==> config.mk <==
export PLATFORM = sky130hd
export DESIGN_NAME = load_use_hazard_unit
export DESIGN_NICKNAME = d
export VERILOG_FILES = /design/src/rtl/load_use_hazard_unit_pkg.sv /design/src/rtl/load_use_hazard_unit_scoreboard.sv /design/src/rtl/load_use_hazard_unit.sv
export SDC_FILE = /design/constraint.sdc
export NUM_CORES = 1
export LEC_CHECK = 0
export ABC_AREA = 1
export CAP_MARGIN = 30
export CORE_ASPECT_RATIO = 0.75
export CORE_UTILIZATION = 42
export DETAILED_ROUTE_END_ITERATION = 12
export GPL_ROUTABILITY_DRIVEN = 0
export HOLD_SLACK_MARGIN = 0.05
export PLACE_DENSITY = 0.8
export SETUP_SLACK_MARGIN = 0.02
export SYNTH_ARGS = -nofsm -noshare
export SYNTH_HDL_FRONTEND = slang
export SYNTH_SLANG_ARGS = --single-unit
==> constraint.sdc <==
create_clock -name clk_i -period 1.69 [get_ports clk_i]
set_input_delay 0.338 -clock clk_i [delete_from_list [all_inputs] [get_ports clk_i]]
set_output_delay 0.338 -clock clk_i [all_outputs]
set_load 0.03 [all_outputs]
==> src/rtl/load_use_hazard_unit_pkg.sv <==
// Shared constants and types for the ID-stage load-use hazard logic.
// The NOP word is what IF/ID and ID/EX users load when this unit flushes or bubbles.
package load_use_hazard_unit_pkg;

    localparam int REG_ADDR_W_DEF = 5;
    localparam int ZERO_REG       = 0;
    localparam logic [31:0] NOP_INSTR = 32'h0000_0000;

    typedef enum logic [1:0] {
        MODE_IDLE,
        MODE_FLUSH,
        MODE_STALL,
        MODE_FREEZE
    } hazMode_t;

endpackage

==> src/rtl/load_use_hazard_unit_scoreboard.sv <==
// Shift register of in-flight loads {valid, rd} past EX. It holds while the pipeline is frozen.
// Only the valid bits are reset; rd is qualified by valid and needs no reset.
module hazard_scoreboard #(
    parameter int ADDR_W = 5,
    parameter int DEPTH  = 1
) (
    input  logic                    clk,
    input  logic                    rstN,
    input  logic                    hold,
    input  logic                    inV,
    input  logic [ADDR_W-1:0]       inRd,
    output logic [DEPTH-1:0]        sbV,
    output logic [DEPTH*ADDR_W-1:0] sbRd
);

    always_ff @(posedge clk or negedge rstN) begin
        if (!rstN) begin
            sbV <= '0;
        end else if (!hold) begin
            for (int j = DEPTH - 1; j > 0; j--) begin
                sbV[j] <= sbV[j-1];
            end
            sbV[0] <= inV;
        end
    end

    always_ff @(posedge clk) begin
        if (!hold) begin
            for (int j = DEPTH - 1; j > 0; j--) begin
                sbRd[j*ADDR_W +: ADDR_W] <= sbRd[(j-1)*ADDR_W +: ADDR_W];
            end
            sbRd[0 +: ADDR_W] <= inRd;
        end
    end

endmodule

==> src/rtl/load_use_hazard_unit.sv <==
// ID-stage load-use hazard detector with freeze/stall/flush arbitration.
// It also keeps a saturating count of stall cycles.
module load_use_hazard_unit
    import load_use_hazard_unit_pkg::*;
#(
    parameter int REG_ADDR_W = REG_ADDR_W_DEF,
    parameter int NUM_SRC    = 2,
    parameter int LOAD_LAT   = 1,
    parameter int CNT_W      = 16
) (
    input  logic                          clk_i,
    input  logic                          rst_i,
    input  logic [NUM_SRC*REG_ADDR_W-1:0] id_src_addr_i,
    input  logic [NUM_SRC-1:0]            id_src_valid_i,
    input  logic                          ex_memread_i,
    input  logic [REG_ADDR_W-1:0]         ex_rd_addr_i,
    input  logic                          mem_stall_i,
    input  logic                          branch_taken_i,
    input  logic                          perf_clr_i,
    output logic                          pc_write_o,
    output logic                          if_id_write_o,
    output logic                          if_id_flush_o,
    output logic                          id_ex_bubble_o,
    output logic                          stall_o,
    output logic [CNT_W-1:0]              stall_cnt_o
);

    localparam int SB_N = (LOAD_LAT > 1) ? LOAD_LAT - 1 : 1;
    localparam logic [REG_ADDR_W-1:0] ZERO_ADDR = REG_ADDR_W'(ZERO_REG);

    function automatic logic [CNT_W-1:0] satInc(input logic [CNT_W-1:0] v);
        return (&v) ? v : v + CNT_W'(1);
    endfunction

    logic [SB_N-1:0]            sbV;
    logic [SB_N*REG_ADDR_W-1:0] sbRd;
    logic [NUM_SRC-1:0]         srcHit;
    logic                       hazard;
    hazMode_t                   mode;

    generate
        if (LOAD_LAT > 1) begin : g_sb
            hazard_scoreboard #(
                .ADDR_W(REG_ADDR_W),
                .DEPTH (LOAD_LAT - 1)
            ) u_sb (
                .clk (clk_i),
                .rstN(rst_i),
                .hold(mem_stall_i),
                .inV (ex_memread_i && (ex_rd_addr_i != ZERO_ADDR)),
                .inRd(ex_rd_addr_i),
                .sbV (sbV),
                .sbRd(sbRd)
            );
        end else begin : g_noSb
            assign sbV  = '0;
            assign sbRd = '0;
        end
    endgenerate

    // One comparator set per source: the EX load plus every pending scoreboard load.
    generate
        for (genvar k = 0; k < NUM_SRC; k++) begin : g_src
            logic [REG_ADDR_W-1:0] srcAddr;
            logic                  hit;

            always_comb begin
                srcAddr = id_src_addr_i[k*REG_ADDR_W +: REG_ADDR_W];
                hit     = ex_memread_i && (ex_rd_addr_i == srcAddr);
                for (int j = 0; j < SB_N; j++) begin
                    hit = hit || (sbV[j] && (sbRd[j*REG_ADDR_W +: REG_ADDR_W] == srcAddr));
                end
                hit = hit && id_src_valid_i[k] && (srcAddr != ZERO_ADDR);
            end

            assign srcHit[k] = hit;
        end
    endgenerate

    assign hazard = |srcHit;

    always_comb begin
        if (mem_stall_i)         mode = MODE_FREEZE;
        else if (hazard)         mode = MODE_STALL;
        else if (branch_taken_i) mode = MODE_FLUSH;
        else                     mode = MODE_IDLE;
    end

    // Outputs are forced inactive while reset is asserted, independent of the clock.
    always_comb begin
        pc_write_o     = 1'b0;
        if_id_write_o  = 1'b0;
        if_id_flush_o  = 1'b0;
        id_ex_bubble_o = 1'b0;
        stall_o        = 1'b0;
        if (rst_i) begin
            unique case (mode)
                MODE_FREEZE: ;
                MODE_STALL: begin
                    id_ex_bubble_o = 1'b1;
                    stall_o        = 1'b1;
                end
                MODE_FLUSH: begin
                    pc_write_o    = 1'b1;
                    if_id_write_o = 1'b1;
                    if_id_flush_o = 1'b1;
                end
                default: begin
                    pc_write_o    = 1'b1;
                    if_id_write_o = 1'b1;
                end
            endcase
        end
    end

    always_ff @(posedge clk_i or negedge rst_i) begin
        if (!rst_i) begin
            stall_cnt_o <= '0;
        end else if (perf_clr_i) begin
            stall_cnt_o <= '0;
        end else if (stall_o) begin
            stall_cnt_o <= satInc(stall_cnt_o);
        end
    end

endmodule

Word-level counts from Yosys, hierarchy flattened
Index checks and enable logic that the tools add are counted.
{"block": "op_classes", "eq_ne": 6, "n_reduce_logical": 13, "n_addsub": 1, "n_mux": 12}
{"cell": "16-bit two-way mux", "n": 3}
{"cell": "16-bit by 1-bit adder with 16-bit output (second input constant)", "n": 1}
{"cell": "16-bit AND reduction", "n": 1}
{"cell": "5-bit == test", "n": 2}
{"cell": "5-bit nonzero test", "n": 2}
{"cell": "1-bit two-way mux", "n": 7}
{"cell": "1-bit logical AND", "n": 6}
{"cell": "2-bit == test (second input constant)", "n": 2}
{"cell": "2-bit two-way mux", "n": 2}
{"cell": "2-bit OR reduction", "n": 2}
{"cell": "2-bit by 1-bit == test with 1-bit output (second input constant)", "n": 1}
{"cell": "2-bit != test (second input constant)", "n": 1}
{"cell": "2-bit AND reduction", "n": 1}
{"cell": "2-bit nonzero test", "n": 1}
{"block": "word_totals", "wordCells": 33, "output_inout_bits": 21, "register_bits": 16, "inputBits": 23}

Depth between registers and ports, before layout
Gate-level depths: netlist of run 1.
{"block": "logic_depth", "depth_word": 12, "depth_mapped": 13, "ltp_nobuf": 12}

Worst setup path before layout of run 1
No wires, ideal clock.
{"block": "synth_timing", "path_kind": "input-to-output", "from": "input ex_rd_addr_i[1]", "to": "output stall_o", "setup_slack_ns": -0.455, "arrival_ns": 1.807, "cell_stages": 9, "required_ns": 1.352, "path_buffers": 1, "path_cell_list": "inv_1 -> nand2_1 -> nand2_1 -> inv_1 -> nand2_1 -> nor2_1 -> nand3_1 -> a21boi_0 -> buf_4"}
{"block": "synth_between", "elab_chain_cells": 10, "elab_cells_between_ends": 14, "cone_classes": "eq/ne (3); mux (4); reduce/logical (7)"}
{"element": "start: declaration", "line_no": "load_use_hazard_unit.sv:16", "source": "input logic [REG_ADDR_W-1:0] ex_rd_addr_i,"}
{"element": "5-bit == test", "line_no": "load_use_hazard_unit.sv:69", "source": "hit = ex_memread_i && (ex_rd_addr_i == srcAddr);"}
{"element": "1-bit logical AND", "line_no": "load_use_hazard_unit.sv:69"}
{"element": "1-bit logical AND (2 in series)", "line_no": "load_use_hazard_unit.sv:73", "source": "hit = hit && id_src_valid_i[k] && (srcAddr != ZERO_ADDR);"}
{"element": "2-bit OR reduction *", "line_no": "load_use_hazard_unit.sv:80", "source": "assign hazard = |srcHit;"}
{"element": "2-bit two-way mux *", "line_no": "load_use_hazard_unit.sv:84", "source": "else if (hazard) mode = MODE_STALL;"}
{"element": "2-bit two-way mux *", "line_no": "load_use_hazard_unit.sv:83", "source": "if (mem_stall_i) mode = MODE_FREEZE;"}
{"element": "2-bit == test *"}
{"element": "1-bit two-way mux * (2 in series)"}
{"element": "end: declaration", "line_no": "load_use_hazard_unit.sv:24", "source": "output logic stall_o,"}
Every way passes the cells marked *; elsewhere a longest branch is shown, timed or not.

Worst setup path in the final report of run 1
{"block": "layout_timing", "from": "input id_src_addr_i[9]", "to": "output if_id_flush_o"}
{"block": "layout_between", "elab_chain_cells": 10, "elab_cells_between_ends": 11, "cone_classes": "eq/ne (2); mux (4); reduce/logical (5)"}
{"element": "start: declaration", "line_no": "load_use_hazard_unit.sv:13", "source": "input logic [NUM_SRC*REG_ADDR_W-1:0] id_src_addr_i,"}
{"element": "5-bit == test", "line_no": "load_use_hazard_unit.sv:69"}
{"element": "1-bit logical AND", "line_no": "load_use_hazard_unit.sv:69"}
{"element": "1-bit logical AND", "line_no": "load_use_hazard_unit.sv:73"}
{"element": "1-bit logical AND *", "line_no": "load_use_hazard_unit.sv:73"}
{"element": "2-bit OR reduction *", "line_no": "load_use_hazard_unit.sv:80"}
{"element": "2-bit two-way mux *", "line_no": "load_use_hazard_unit.sv:84"}
{"element": "2-bit two-way mux *", "line_no": "load_use_hazard_unit.sv:83"}
{"element": "2-bit by 1-bit == test with 1-bit output *", "line_no": "load_use_hazard_unit.sv:97", "source": "unique case (mode)"}
{"element": "1-bit two-way mux *", "line_no": "load_use_hazard_unit.sv:97"}
{"element": "1-bit two-way mux *", "line_no": "load_use_hazard_unit.sv:96", "source": "if (rst_i) begin"}
{"element": "end: declaration", "line_no": "load_use_hazard_unit.sv:22", "source": "output logic if_id_flush_o,"}
Marked as above.

==> results.md, run 1 <==
* CP required at 1.35 ns
* CTS Buf Count at 3
* Vias post-DR at 1627
* Status: complete, but fails checks
* Final WS setup at -0.0479 ns
* FILL cells at 227
* Routed wire per std cell at about 14 um
* Worst EP arrival at 1.40 ns
* Failing checks: negative setup slack
* Share of layout cells above drive strength 1 at 0.409
* Clk sink count at 16
* Max_cap viols at 0
* Placed cell area at 0.00188 sq mm
* GRT Overall Usage at 0.256
* Initial DRC count at around 130
* Initial antenna violation count at 0
* Clock root cell: clkbuf_8
* Slew @ Worst Pin at 0.407 ns
* Number of global-route vias before repair at between 1k and 1.5k
* Final Hold Fails at 0
* Worst min-delay path category: in2async
* I/O Pins at between 40 and 50
* TritonCTS clock tree: yes
* Die ar. at 0.00348 sq mm
* H-Tree Level Count at 1
* Synthesized area at ~0.0014 sq mm
* Largest net degree at the start of global routing at 17
* Post-synth cell types at 27
* Startpoint Class: primary input
* R2R Setup Slk at -0.02 ns
* Synth area leader: dfrtp_1
* FMAX at 575 MHz
* Period minus WS final at about 1.7 ns
* Final Max Tran Viols at 0
* Fin util at 0.726
* Setup CP Type: in2out
* Post-cts hold buffer count at 0
* Worst-case clock buffer depth at 2
* Clock Skew at 0.00371 ns
* Vias per inst at 5.21
* CORE AREA at 0.00302 sq mm
* Initial Utilization at 0.451
* P_leak at 1.13 nW
* Fin crit share at 1.03
* Ys Warns at 0
* Sequential share of the synthesized area at 0.294
* Core Rows at 17
* Final instance area at 0.00219 sq mm
* HPWL after detailed placement at around 2.8 mm
* Synth Flop Type: dfrtp_1
* Biggest regs: stall_cnt_o x16
* N_diodes at 0
* Most frequent cells after synthesis: nand2_1 (67), nor2_1 (33), nand3_1 (26)
* Share of flip-flops with an asynchronous set or reset at 1.00
* Setup-failing EPs final at 5
* Die X at 67.8 um
* Post-synthesis cell count at 210
* Worst-path fanout max at 3
* Reg clk slew, reported paths at 0.06 ns
* PortBufs at 43
* GRT overflow at 0
* RSZ-0062 raised after global routing: true
* Synthesis-to-layout area growth at 60.9%
* Global-route wire length before repair at roughly 6.7 mm
* Yosys top cell area share at 0.294
* CP Capture Type: output port
* Final antenna-violating net count at 0
* DRT Pass-1 Iters at 4
* Net count, final at 299
* Pwr Total at between 0.9 and 1 mW
* PwrDens at 453 mW/mm^2
* Worst-Skew Late Latency at 0.25 ns
* Max reg flops at 16
* Slew margin rel. at 0.727
* DRC Markers at 0
* Largest Register: stall_cnt_o
* #FFs+latches synth at 16
* Setup tns final at -0.114 ns
* Area contributors post-synth: dfrtp_1 (29%), nand2_1 (18%), nand3_1 (9.6%)
* Synthesized area per cell at 6.49 sq um
* Mapped Nets at 234
* Most common cell in the netlist: nand2_1
* Post-Route WL at 4.36 mm
* Peak VDD IR at 523 uV
* Number of enable flip-flop cells after synthesis at 0
* Die H at 51.3 um
* Worst hold slack at 0.183 ns
## critical path, cell delays in order
cell and delay, ns:
buf_6 0.09, inv_2 0.06, nand2_2 0.05, nand2_1 0.06, inv_1 0.04, nand2_2 0.07, nor2_4 0.04, nand3_2 0.09
nand3b_1 0.18, nor3b_2 0.19, buf_4 0.18
## repair_timing
item	4_1_cts	5_1_grt
gates cloned	0	1
setup buffers	5	6
endpoints found under the setup margin	35	21
pin swaps	27	21
hold endpoints to repair	0	0
gates resized for setup	118	41
## stage by stage
step           setup WS, ns  instances
5_1_grt              -0.124        312
3_5_place_dp         -0.429        296
4_1_cts             -0.0183        305
6_report            -0.0479        312
3_3_place_gp         -0.395        296
2_1_floorplan        -0.192        210
## cells in the final DEF, fill, tap and decap left out, types with 2 or more instances in the layout
master	instances
nand2_1	44
nor2_1	26
nand2_2	23
buf_4	20
nand3_1	17
dlygate4sd2_1	17
inv_1	16
buf_6	16
dfrtp_1	14
nand3_2	10
xor2_1	9
buf_2	7
nor2_2	6
inv_2	4
nor2_4	4
clkdlybuf4s50_1	4
o21ai_0	3
nand2_4	3
nor3_1	3
clkbuf_8	3
nand2_8	2
nor3b_1	2
dfrtp_2	2
## area by class of cell
class | count | area (sq um) | area share
inverters | 23 | 93.8 | 0.0428
flip-flops and latches | 16 | 403 | 0.184
clock buffers | 4 | 45.0 | 0.0205
multi-input cells | 165 | 1030 | 0.469
repair buffers | 66 | 574 | 0.262
well taps | 38 | 47.5 | 0.0217
## worst paths after layout
| path | from | to | cells after the start |
|---|---|---|---|
| max in group asynchronous | rst_i | stall_cnt_o[0] | 2 |
| min in group clk_i | stall_cnt_o[9] | stall_cnt_o[9] | 2 |
| setup reg to reg | stall_cnt_o[0] | stall_cnt_o[8] | 10 |
| hold / removal | rst_i | stall_cnt_o[11] | 2 |
| hold reg to reg | stall_cnt_o[9] | stall_cnt_o[9] | 2 |
| setup / recovery | id_src_addr_i[9] | if_id_flush_o | 11 |
## kinds of logic (layout without fill, tap and decap cells)
| family | Yosys count | after routing | synth area share |
|---|---|---|---|
| AO/OA/AOI/OAI | 7 | 7 | 0.0294 |
| XOR/XNOR | 11 | 11 | 0.0707 |
| buffers and inverters | 30 | 93 | 0.112 |
| AND/OR/NAND/NOR | 145 | 146 | 0.485 |
| flip-flops | 16 | 16 | 0.294 |
| adder cells (fa/ha/maj) | 1 | 1 | 0.00918 |
## metal layers
layer,vias to the layer above,part of all wire,track usage
met1,764,0.46,0.358
met5,-,0,0
met4,0,0.0053,0.0313
met3,4,0.068,0.0692
li1,791,-,-
met2,68,0.47,0.403
## power by group
| part | leakage [nW] | switching [mW] | internal (mW) |
|---|---|---|---|
| Clock | 0.0228 | 0.136 | 0.167 |
| Sequential | 0.219 | 0.0133 | 0.393 |
| Combinational | 0.892 | 0.156 | 0.127 |
Note: power is estimated with default switching activity, not from simulation.
==> run 2: changes to the inputs <==
--- a/config.mk
+++ b/config.mk
@@ -5,15 +5,15 @@
 export SDC_FILE = /design/constraint.sdc
 export NUM_CORES = 1
 export LEC_CHECK = 0
-export ABC_AREA = 1
 export CAP_MARGIN = 30
 export CORE_ASPECT_RATIO = 0.75
-export CORE_UTILIZATION = 42
+export CORE_UTILIZATION = 39
 export DETAILED_ROUTE_END_ITERATION = 12
 export GPL_ROUTABILITY_DRIVEN = 0
 export HOLD_SLACK_MARGIN = 0.05
-export PLACE_DENSITY = 0.8
+export PLACE_DENSITY = 0.78
 export SETUP_SLACK_MARGIN = 0.02
+export SKIP_LAST_GASP = 1
 export SYNTH_ARGS = -nofsm -noshare
 export SYNTH_HDL_FRONTEND = slang
 export SYNTH_SLANG_ARGS = --single-unit
==> run 2 against run 1 <==
  * Non-clock buffer count grew 46
  * The flow still finishes with violations (negative setup slack)
  * Largest power group unchanged
  * Largest cell class unchanged
  * Maximum frequency shrank 23%
  * Critical endpoint is now stall_cnt_o[2]
  * Power shrank 5.3%
==> results.md, run 2 <==
* Status: complete, but fails checks
* Failing checks: negative setup slack
* Number of enable flip-flop cells after synthesis at 0 (unchanged)
* CORE AREA at 0.00268 sq mm (-11%)
* Synthesized area per cell at 8.70 sq um (+34%)
* I/O Pins at 44 (unchanged)
* Share of layout cells above drive strength 1 at 0.663 (+0.254)
* Die ar. at 0.00315 sq mm (-9.6%)
* DRC Markers at 0 (unchanged)
* CP Capture Type: register
* Reg clk slew, reported paths at 0.07 ns (about the same)
* Final WS setup at -0.574 ns (-0.526 ns)
* Synth Flop Type: dfrtp_1
* Vias post-DR at 1835 (+13%)
* Post-synthesis cell count at 131 (-38%)
* Slew margin rel. at 0.641 (-0.0858)
* Share of flip-flops with an asynchronous set or reset at 1.00 (unchanged)
* Fin crit share at 1.34 (+0.312)
* HPWL after detailed placement at 3.24 mm (+17%)
* Initial Utilization at 0.425 (-0.0262)
* Final Hold Fails at 0 (unchanged)
* Post-synth cell types at 37 (+37%)
* Largest Register: stall_cnt_o
* Setup tns final at -8.43 ns (-8.31 ns)
* Max reg flops at 16 (unchanged)
* Post-cts hold buffer count at 0 (unchanged)
* Largest net degree at the start of global routing at 17 (unchanged)
* H-Tree Level Count at 1 (unchanged)
* Global-route wire length before repair at 9.23 mm (+38%)
* PortBufs at 43 (unchanged)
* Die X at 64.4 um (-4.9%)
* Worst min-delay path category: in2async
* Most common cell after layout, fill and taps aside: buf_4
* TritonCTS clock tree: yes
* Number of global-route vias before repair at 1755 (+23%)
* Setup-failing EPs final at 21 (+16)
* Routed wire per std cell at 27.8 um (+99%)
* PwrDens at 363 mW/mm^2 (-20%)
* Worst EP arrival at 2.42 ns (+1.02 ns)
* WL met3 at 870 um (+190%)
* CP required at 1.85 ns (+0.50 ns)
* #FFs+latches synth at 16 (unchanged)
* Mapped Nets at 155 (-34%)
* Ys Warns at 0 (unchanged)
* Biggest regs: stall_cnt_o x16
* Max layer used: met4
* Final antenna-violating net count at 0 (unchanged)
* Post-Route WL at 7.67 mm (+76%)
* Worst-case clock buffer depth at 2 (unchanged)
* Clock root cell: clkbuf_8
* Initial DRC count at 270 (+110%)
* Yosys top cell area share at 0.351 (+0.0574)
* Core Rows at 16 (-1)
* Startpoint Class: register
* Area contributors post-synth: dfrtp_1 (35%), a21oi_1 (5.3%), or4_1 (4.6%)
* Most common cell in the netlist: dfrtp_1
* P_leak at 1.13 nW (about the same)
* N_diodes at 0 (unchanged)
* Die H at 48.8 um (-4.9%)
* Max_cap viols at 0 (unchanged)
* DRT Pass-1 Iters at 5 (+1)
* Initial antenna violation count at 0 (unchanged)
* Vias per inst at 6.65 (+27%)
* Clk sink count at 16 (unchanged)
* Clock Skew at 0.00622 ns (+0.00251 ns)
* Most frequent cells after synthesis: dfrtp_1 (16), a21oi_1 (12), nand2_1 (7), or4_1 (7)
* Peak VDD IR at 615 uV (+18%)
* Synthesized area at 0.00114 sq mm (-16%)
* Worst-Skew Late Latency at 0.25 ns (about the same)
* Setup CP Type: reg2reg
* Final instance area at 0.00259 sq mm (+18%)
* GRT overflow at 0 (unchanged)
* FMAX at 442 MHz (-23%)
* Pwr Total at 0.940 mW (-5.3%)
* Synth area leader: dfrtp_1
* Period minus WS final at 2.26 ns (+0.526 ns)
* Worst-path fanout max at 5 (+2)
* WL met1 at 2.63 mm (+30%)
* CTS Buf Count at 3 (unchanged)
* RSZ-0062 raised after global routing: true
* Placed cell area at 0.00196 sq mm (+3.8%)
* Net count, final at 265 (-11%)
* Slew @ Worst Pin at 0.533 ns (+0.127 ns)
* Commonest cells after routing, fill and taps aside: buf_4 (52), buf_6 (22), dlygate4sd2_1 (21)
* WL met2 at 3.49 mm (+72%)
* Final Max Tran Viols at 0 (unchanged)
* GRT Overall Usage at 0.401 (+0.145)
* Sequential share of the synthesized area at 0.351 (+0.0574)
* Synthesis-to-layout area growth at 128%
-- run 2: cell count changes after synthesis, sizes merged, moves of 6 or more --
cell,delta
inv,-16
nand3,-23
nand2,-64
a21oi,+11
or4,+7
nor2b,+6
nor2,-30
-- run 2: stage by stage --
step / hold WS (ns) / instances / utilization / worst slack [ns]
6_report: 0.491 / 276 / 0.967 / -0.574
3_3_place_gp: 0.560 / 245 / 0.729 / -0.853
4_1_cts: 0.446 / 264 / 0.868 / -0.394
2_1_floorplan: 0.0424 / 131 / - / -0.321
5_1_grt: 0.495 / 276 / 0.967 / -0.870
3_5_place_dp: 0.568 / 245 / 0.729 / -0.997
-- run 2: power breakdown --
group / leakage, nW / switching (mW) / internal [mW] / total, mW
sequential: 0.207 / 0.000372 / 0.383 / 0.383
clock: 0.0288 / 0.146 / 0.207 / 0.353
combinational: 0.898 / 0.106 / 0.0987 / 0.204
total: 1.13 / 0.252 / 0.688 / 0.940
-- run 2: area by class of cell --
type                            instances  area (sq um)
Inverter                                6          26.3
Tap cell                               36          45.0
Clock buffer                            4          55.1
Fill cell                              43          88.8
Sequential cell                        16           413
Multi-Input combinational cell        102          1080
Timing Repair Buffer                  112           972
-- run 2: cell families (layout without fill, tap and decap cells) --
logic type      count (synthesis)  after routing  share of synthesized area
simple gates                   60             60                      0.325
compound gates                 29             29                      0.160
flops                          16             16                      0.351
buf+inv                        13            122                     0.0527
xor+xnor                        8              8                     0.0615
mux                             4              4                     0.0384
fa+ha+maj                       1              1                     0.0110
-- run 2: critical path, stage by stage, from the launching register on --
cell and delay, ns:
dfrtp_2 0.44, ha_4 0.16, nand4_1 0.26, nor4_4 0.38, buf_4 0.23, buf_4 0.17, nand2b_1 0.15, o21ai_0 0.15
a21oi_2 0.23
-- run 2: path summary, 6_finish.rpt --
path / start / endpoint / slack (ns) / cells past startpoint
setup / recovery: stall_cnt_o[0] / stall_cnt_o[2] / -0.57 / 8
hold / removal: rst_i / stall_cnt_o[7] / 0.49 / 2
setup reg to reg: stall_cnt_o[0] / stall_cnt_o[2] / -0.57 / 8
hold reg to reg: stall_cnt_o[9] / stall_cnt_o[9] / 0.65 / 2
max in group asynchronous: rst_i / stall_cnt_o[10] / 0.98 / 2
min in group clk_i: stall_cnt_o[9] / stall_cnt_o[9] / 0.65 / 2
-- run 2: repair_timing --
action	4_1_cts	5_1_grt
hold endpoints to repair	0	0
resized for setup	108	57
setup buffers	15	15
pin swaps	27	28
gates cloned	1	0
setup endpoints to repair	37	22
-- run 2: per-layer routing --
| metal | GRT usage | up-vias |
|---|---|---|
| met4 | 0.219 | 0 |
| met3 | 0.0935 | 76 |
| li1 | - | 705 |
| met2 | 0.667 | 207 |
| met5 | 0 | - |
| met1 | 0.479 | 847 |
==> run 3: changes to the inputs <==
--- a/config.mk
+++ b/config.mk
@@ -7,11 +7,11 @@
 export LEC_CHECK = 0
 export CAP_MARGIN = 30
 export CORE_ASPECT_RATIO = 0.75
-export CORE_UTILIZATION = 39
+export CORE_UTILIZATION = 43
 export DETAILED_ROUTE_END_ITERATION = 12
 export GPL_ROUTABILITY_DRIVEN = 0
 export HOLD_SLACK_MARGIN = 0.05
-export PLACE_DENSITY = 0.78
+export PLACE_DENSITY = 0.82
 export SETUP_SLACK_MARGIN = 0.02
 export SKIP_LAST_GASP = 1
 export SYNTH_ARGS = -nofsm -noshare
==> constraint.sdc (replaced) <==
create_clock -name clk_i -period 2.35 [get_ports clk_i]
set_input_delay 0.47 -clock clk_i [delete_from_list [all_inputs] [get_ports clk_i]]
set_output_delay 0.47 -clock clk_i [all_outputs]
set_load 0.03 [all_outputs]
==> run 3 against run 2 <==
  * The flow now finishes without violations
  * Sequential power down 28%
  * Worst setup slack improved by 0.58 ns
  * Worst hold slack better by 0.038 ns
  * Die area decreased by 9.0%
  * Wire length shrank 54%
  * Clock power is 46% lower
  * Via count is 31% lower
  * Flip-flop and latch count unchanged
  * Register-to-register slack improved by 0.85 ns
  * Global-route usage down 13 points
  * Power is 39% lower
==> results.md, run 3 (synthesis gave the netlist of run 2 again) <==
* Worst-Skew Late Latency at 0.30 ns (+0.05 ns)
* Net count, final at 213 (-20%)
* N_diodes at 0 (unchanged)
* FMAX at around 430 MHz
* Slew @ Worst Pin at 0.330 ns (-0.204 ns)
* Die ar. at 0.00286 sq mm (-9.0%)
* Setup-failing EPs final at 0 (-100%)
* Pwr Total at 0.571 mW (-39%)
* Largest net degree at the start of global routing at 17 (unchanged)
* Clock root cell: clkbuf_4
* Slowest CP cell: clkdlybuf4s15_1
* PortBufs at 43 (unchanged)
* Die H at 46.6 um (-4.6%)
* Fin util at 0.737 (-0.230)
* I/O Pins at 44 (unchanged)
* CORE AREA at 0.00240 sq mm (-10%)
* Status: finished clean
* Max_cap viols at 0 (unchanged)
* Post-Route WL at 3.49 mm (-54%)
* Post-cts hold buffer count at 0 (unchanged)
* Vias per inst at 5.68 (-15%)
* Worst min-delay path category: in2async
* CP Capture Type: output port
* Clk sink count at 16 (unchanged)
* Vias post-DR at 1260 (-31%)
* Worst EP arrival at 1.88 ns (-0.54 ns)
* Setup CP Type: in2out
* Reg2reg path depth at 5 (-3)
* GRT overflow at 0 (unchanged)
* DRT Pass-1 Iters at 4 (-1)
* Worst-path fanout max at 3 (-2)
* Final WS setup at 0.00189 ns (+0.576 ns)
* Peak VDD IR at 233 uV (-62%)
* Synthesis-to-layout area growth at 55.3%
* Slowest Stage Delay on Critical Path at 0.26 ns (-0.18 ns)
* Reg clk slew, reported paths at 0.10 ns (+0.03 ns)
* Max reg flops at 16 (unchanged)
* Final Hold Fails at 0 (unchanged)
* Initial DRC count at 42 (-84%)
* Placed cell area at 0.00168 sq mm (-14%)
* Final antenna-violating net count at 0 (unchanged)
* Critical-path cell list: clkdlybuf4s15_1 -> xor2_1 -> nor3_2 -> o2111ai_2 -> buf_4 -> and3_4 -> and2_4 -> buf_6
* CP required at 1.88 ns (+0.03 ns)
* R2R Setup Slk at 0.28 ns (+0.85 ns)
* Initial antenna violation count at 0 (unchanged)
* Biggest regs: stall_cnt_o x16
* Commonest cells after routing, fill and taps aside: clkdlybuf4s50_1 (22), buf_4 (17), dfrtp_1 (16)
* Pre-CTS setup slack at -0.396 ns (+0.601 ns)
* Clock Skew at 0.00318 ns (-0.00304 ns)
* Core Rows at 15 (-1)
* Die X at 61.5 um (-4.6%)
* Most common cell after layout, fill and taps aside: clkdlybuf4s50_1
* Reg2reg start: stall_cnt_o[5]
* Worst r2r dst: stall_cnt_o[15]
* H-Tree Level Count at 1 (unchanged)
* TritonCTS clock tree: yes
* Global-route wire length before repair at 5.35 mm (-42%)
* Slew margin rel. at 0.779 (+0.138)
* DRC Markers at 0 (unchanged)
* Number of global-route vias before repair at 1126 (-36%)
* GRT Overall Usage at 0.268 (-0.133)
* Worst-case clock buffer depth at 2 (unchanged)
* P_leak at 0.730 nW (-36%)
* HPWL after detailed placement at 2.53 mm (-22%)
* Initial Utilization at 0.474 (+0.0496)
* Fin crit share at 0.999
* Post-Place Cells at 215 (-12%)
* Startpoint Class: primary input
* Final Max Tran Viols at 0 (unchanged)
* Setup tns final at 0 ns (+8.43 ns)
* CP top delay family: buffers and inverters
* CTS Buf Count at 3 (unchanged)
* Crit path buf inv count at 3 (+1)
* Routed wire per std cell at 15.7 um (-43%)
* Share of layout cells above drive strength 1 at 0.271 (-0.391)
* Final cell count without fillers at 222 (-20%)
* Worst hold slack at 0.529 ns (+0.0382 ns)
* Period minus WS final at about 2.3 ns
* Final instance area at 0.00177 sq mm (-32%)
* Largest Register: stall_cnt_o
* PwrDens at 323 mW/mm^2 (-11%)
[run 3: layer usage]
metal | GRT usage | routed length, um
met4 | 0.0978 | 58
met5 | 0 | 0
met1 | 0.362 | 1510
met2 | 0.424 | 1710
met3 | 0.0590 | 211
[run 3: what timing repair did]
item,in CTS,in global routing
setup buffers,3,0
gates resized for setup,31,14
setup endpoints to repair,12,14
pin swaps,10,9
[run 3: final cells by class]
class,count,area (sq um)
Multi-Input combinational cell,102,733
Inverter,6,26.3
Clock buffer,4,36.3
Timing Repair Buffer,60,532
Tap cell,34,42.5
Sequential cell,16,400
Fill cell,181,632
[run 3: worst max path at each step]
stage	from	to	slack (ns)	cells past startpoint
5_1_grt	ex_rd_addr_i[3]	if_id_flush_o	-0.02	8
3_3_place_gp	ex_rd_addr_i[0]	stall_cnt_o[11]	-0.31	8
6_report	ex_rd_addr_i[3]	if_id_flush_o	0.002	8
2_1_floorplan	id_src_addr_i[0]	stall_o	0.04	8
4_1_cts	ex_rd_addr_i[3]	if_id_flush_o	0.02	8
3_5_place_dp	ex_rd_addr_i[2]	stall_cnt_o[11]	-0.40	8
[run 3: report_power, final]
group          internal, mW  total (mW)  switching (mW)
clock                0.0946       0.190          0.0958
combinational        0.0531       0.106          0.0527
sequential            0.275       0.275        0.000166
total                 0.423       0.571           0.149
[run 3: worst reg2reg max path, delay by kind of cell (launching register included)]
| kind | cells | cell delay, ns |
|---|---|---|
| simple gates | 5 | 1.53 |
| flops | 1 | 0.47 |
